--- config.mk ---
export PLATFORM = sky130hd
export DESIGN_NAME = p_out_patdet
export DESIGN_NICKNAME = d
export VERILOG_FILES = /design/src/rtl/p_out_patdet.sv
export SDC_FILE = /design/constraint.sdc
export NUM_CORES = 1
export LEC_CHECK = 0
export CAP_MARGIN = 20
export CELL_PAD_IN_SITES_DETAIL_PLACEMENT = 1
export CELL_PAD_IN_SITES_GLOBAL_PLACEMENT = 2
export CORE_ASPECT_RATIO = 1.25
export CORE_UTILIZATION = 17
export DETAILED_ROUTE_END_ITERATION = 10
export MAX_ROUTING_LAYER = met4
export PLACE_DENSITY_LB_ADDON = 0.2
export SLEW_MARGIN = 20
export SYNTH_ARGS = -nofsm -noshare
export SYNTH_HDL_FRONTEND = slang
export SYNTH_SLANG_ARGS = --single-unit
--- constraint.sdc ---
create_clock -name CLK -period 1.75 [get_ports CLK]
set_clock_uncertainty 0.15 [all_clocks]
set_input_delay 0.35 -clock CLK [delete_from_list [all_inputs] [get_ports CLK]]
set_output_delay 0.35 -clock CLK [all_outputs]
set_load 0.05 [all_outputs]
--- src/rtl/p_out_patdet.sv ---
// P output stage: result/carry registers, PCOUT cascade, masked pattern detect, overflow/underflow.
// Optional macro AUTORESET_PATDET_EN: clear P/carry on the edge after a registered pattern match.
module p_out_patdet #(
  parameter int unsigned PREG               = 1,
  parameter int unsigned USE_PATTERN_DETECT = 1,
  parameter logic [47:0] PATTERN            = 48'h0,
  parameter logic [47:0] MASK               = 48'h3FFF_FFFF_FFFF,
  parameter int unsigned SEL_PATTERN        = 0,
  parameter int unsigned SEL_MASK           = 0
) (
  input  logic        CLK,
  input  logic        RSTP,
  input  logic        CEP,
  input  logic [47:0] ALU_OUT,
  input  logic [3:0]  ALU_CARRYOUT,
  input  logic [47:0] C,
  output logic [47:0] P,
  output logic [47:0] PCOUT,
  output logic [3:0]  CARRYOUT,
  output logic        CARRYCASCOUT,
  output logic        PATTERNDETECT,
  output logic        PATTERNBDETECT,
  output logic        OVERFLOW,
  output logic        UNDERFLOW
);

  localparam int unsigned W  = 48;
  localparam int unsigned CW = 4;

`ifdef AUTORESET_PATDET_EN
  localparam bit AUTORESET = (PREG != 0);
`else
  localparam bit AUTORESET = 1'b0;
`endif

  logic [W-1:0]  pat, msk;
  logic          pd_c, pbd_c;
  logic [W-1:0]  p_d, p_q;
  logic [CW-1:0] carry_d, carry_q;
  logic          pd_q, pbd_q, pd_past_q, pbd_past_q;

  // Masked compare against the selected pattern and its complement
  always_comb begin
    pat   = (SEL_PATTERN != 0) ? C : PATTERN;
    msk   = (SEL_MASK != 0) ? C : MASK;
    pd_c  = (USE_PATTERN_DETECT != 0) && (&(~(ALU_OUT ^ pat) | msk));
    pbd_c = (USE_PATTERN_DETECT != 0) && (&(~(ALU_OUT ^ ~pat) | msk));
  end

  // A registered match terminates the count when auto-reset is built in
  always_comb begin
    p_d     = ALU_OUT;
    carry_d = ALU_CARRYOUT;
    if (AUTORESET && pd_q) begin
      p_d     = '0;
      carry_d = '0;
    end
  end

  always_ff @(posedge CLK or posedge RSTP) begin
    if (RSTP) begin
      p_q        <= '0;
      carry_q    <= '0;
      pd_q       <= 1'b0;
      pbd_q      <= 1'b0;
      pd_past_q  <= 1'b0;
      pbd_past_q <= 1'b0;
    end else if (CEP) begin
      p_q        <= p_d;
      carry_q    <= carry_d;
      pd_q       <= pd_c;
      pbd_q      <= pbd_c;
      pd_past_q  <= pd_q;
      pbd_past_q <= pbd_q;
    end
  end

  // Flags need the previous cycle's detect, so they only exist on the registered path
  always_comb begin
    if (PREG != 0) begin
      P              = p_q;
      CARRYOUT       = carry_q;
      PATTERNDETECT  = pd_q;
      PATTERNBDETECT = pbd_q;
      OVERFLOW       = pd_past_q & ~pd_q & ~pbd_q;
      UNDERFLOW      = pbd_past_q & ~pd_q & ~pbd_q;
    end else begin
      P              = ALU_OUT;
      CARRYOUT       = ALU_CARRYOUT;
      PATTERNDETECT  = pd_c;
      PATTERNBDETECT = pbd_c;
      OVERFLOW       = 1'b0;
      UNDERFLOW      = 1'b0;
    end
    PCOUT        = P;
    CARRYCASCOUT = CARRYOUT[CW-1];
  end

endmodule

==> metrics.txt <==
setup_tns 0 ns; design area 5240 sq um; Post-CTS Setup Repair Bufs 0; leak pwr around 0.0023 uW; post-DP HPWL 5040 um; pwr dens 942 nW/um^2; Core Area about 15000 sq um; CP peak stage delay 0.46 ns; area delta synth->final 103%; Netlist cell types 11; starting density of the core roughly 17%; Required @ worst endpoint ~1.3 ns; Post-DP Area approximately 5100 sq um; die width ~110 um; reported max-cap violation count 0; Comb power frac a little under half; Worst Hold Path EP PATTERNBDETECT; crit-path cells nor3b_2, buf_12; clock slew at reported path FFs 0.07 ns; endpoints failing setup 0; latest clock arrival within the worst-skew pair 0.29 ns; WP buf/inv 1; CTS tree built; router iterations before antenna repair 7; worst slew pin tran ~0.26 ns; crit-path leading delay family flip-flops; sequential area share after synthesis approximately 54%; drt total wl approximately 6600 um; Worst setup EP type output pin; vias ~1700; Hold Vio Cnt, Final 0; CP max stage cell dfrtp_2; total CTS buffers 5; wire per inst between 10 and 15 um; Most Crowded Layer GR met2; 1st-iter DRT viols 42; GRT met3 Usage 2.00%; total grt overflow 0; Yosys warnings 0; switching pwr about 1800 uW; r2r setup slk a little over 0.7 ns; Max Clock Freq approximately 580 MHz; CTS HTree Levels 2; Min Clock Period, post-route about 1.7 ns; register bit count reported by yosys 56; Post-Layout Cell Count between 400 and 500; CP max FO 5; FF-to-FF End P[29]; r2r startpoint P[29]; worst IR drop on VDD roughly 0.00035 V; failing checks design-rule violations; status complete, but fails checks; Die Y roughly 140 um; clk root buf clkbuf_16; io pins about 210; residual DRC count 6; crit path kind flip-flop to output pin; Syn Area/Cell ~15 sq um; # rows 50; CP Launch Type flip-flop; Max clock buf depth 2; worst hold path type input pin to flip-flop; P_int around 3200 uW; fin. max-slew vios 0; layout net count between 300 and 400; CP Data Arrival Time roughly 1.2 ns; hold path depth 3; relative slew slack around 83%; final worst path period share between 90 and 100%; RSZ-0062 raised after global routing true; Post-Syn Nets between 200 and 300; layout cells sized above 1 61.4%; post-DR vias/cell 3.63; sequential cell area around 1400 sq um; Placer Congestion 0.637; hold_sp CEP; Cells after DPL about 460; Tot GR Track Use a little under a tenth; ANT nets after route 0; met2 Use GR between 10% and 20%; reg2reg path depth 1; Port Buffers about 160; post-layout util a little over a third; clock network power share approximately a fifth; # fillers approximately 1500; initial antenna violation count 0; clk sinks 56; Cell Area, Synth about 2600 sq um; Sw Share a little over a third; vias in the first global route 1892; Mapped Cells roughly 170; pin count of the biggest net entering global routing 44; # diodes 0; Reg power frac roughly 34%; area taken by multi-input logic gates 763 sq um; die area around 16000 sq um; cts hold-fix bufs 0; met1 usage between 10 and 15%; global-route wire length before repair 10600 um
stage by stage:
| step | hold slack, ns | worst slack [ns] | total power, uW |
|---|---|---|---|
| after floorplan | 0.280 | -0.0912 | 2820 |
| after global placement | 0.332 | 0.296 | 3950 |
| after detailed placement | 0.342 | 0.291 | 3970 |
| after CTS | 0.297 | 0.00263 | 5050 |
| after global routing | 0.330 | -0.0169 | 5130 |
| final | 0.293 | 0.0394 | 4940 |
cells in the final DEF, fill, tap and decap left out:
cell type	instances
mux2_4	28
nor2_1	1
dfrtp_2	1
clkinv_2	2
clkbuf_8	1
clkbuf_16	5
inv_1	1
clkdlybuf4s50_1	53
mux2_2	27
buf_12	106
clkinvlp_4	1
nand3_1	1
dfrtp_1	55
nor3b_2	2
buf_4	5
o21ai_0	1
how the worst max path moves through the flow:
stage	start	to	depth (start not counted)
6_report	PATTERNBDETECT	UNDERFLOW	2
2_1_floorplan	PATTERNBDETECT	OVERFLOW	1
3_5_place_dp	CEP	P[7]	3
3_3_place_gp	CEP	P[6]	3
5_1_grt	PATTERNBDETECT	OVERFLOW	2
4_1_cts	PATTERNDETECT	OVERFLOW	2
final cells by class:
| cell class | instances | share of cell area [%] |
|---|---|---|
| Timing Repair Buffer | 164 | 51.3 |
| Sequential cell | 56 | 26.7 |
| Multi-Input combinational cell | 60 | 14.6 |
| Tap cell | 182 | 4.34 |
| Clock buffer | 6 | 2.65 |
| Inverter | 2 | 0.215 |
| Clock inverter | 2 | 0.191 |
cells by family after synthesis:
family                 after synthesis  synth area share, %
DFF                                 56                 54.2
muxes                               55                 28.0
buffers and inverters               57                 16.7
AOI/OAI and AO/OA                    1                0.193
and+or+nand+nor                      4                0.919
tightest hold or removal path, stage by stage:
cell	delay, ns
buf_4	0.19
nand3_1	0.09
o21ai_0	0.07
state kept, by name, summed over array words and instances, names as in the netlist:
name,flops
CARRYOUT,4
pbd_past_q,1
PATTERNDETECT,1
pd_past_q,1
PATTERNBDETECT,1
P,48
per-layer routing:
metal  vias up  wire (um)  part of all wire [%]
met3         7        413                   6.3
met2        84       3660                    56
li1        760          -                     -
met1       864       2400                    36
met5         -          0                     0
met4         0        116                   1.8
cell usage after synthesis:
library cell | number | area share [%]
nand3_1 | 1 | 0.19
buf_6 | 4 | 1.7
mux2_2 | 27 | 12
dfrtp_1 | 56 | 54
buf_2 | 2 | 0.39
nor2_1 | 1 | 0.15
inv_1 | 2 | 0.29
o21ai_0 | 1 | 0.19
buf_4 | 49 | 14
mux2_4 | 28 | 16
nor3b_1 | 2 | 0.58
power by group through the flow:
stage / logic [uW] / registers [uW] / clock network, uW
final: 2260 / 1660 / 1020
after global routing: 2320 / 1690 / 1120
after CTS: 2280 / 1670 / 1100
after detailed placement: 2280 / 1690 / 0
after global placement: 2270 / 1690 / 0
after floorplan: 836 / 1980 / 0
repair_timing:
item | CTS | global route
endpoints found under the setup margin | 2 | 2
gates resized for setup | 0 | 1
pin swaps | 2 | 2
Note: power is estimated with default switching activity, not from simulation.
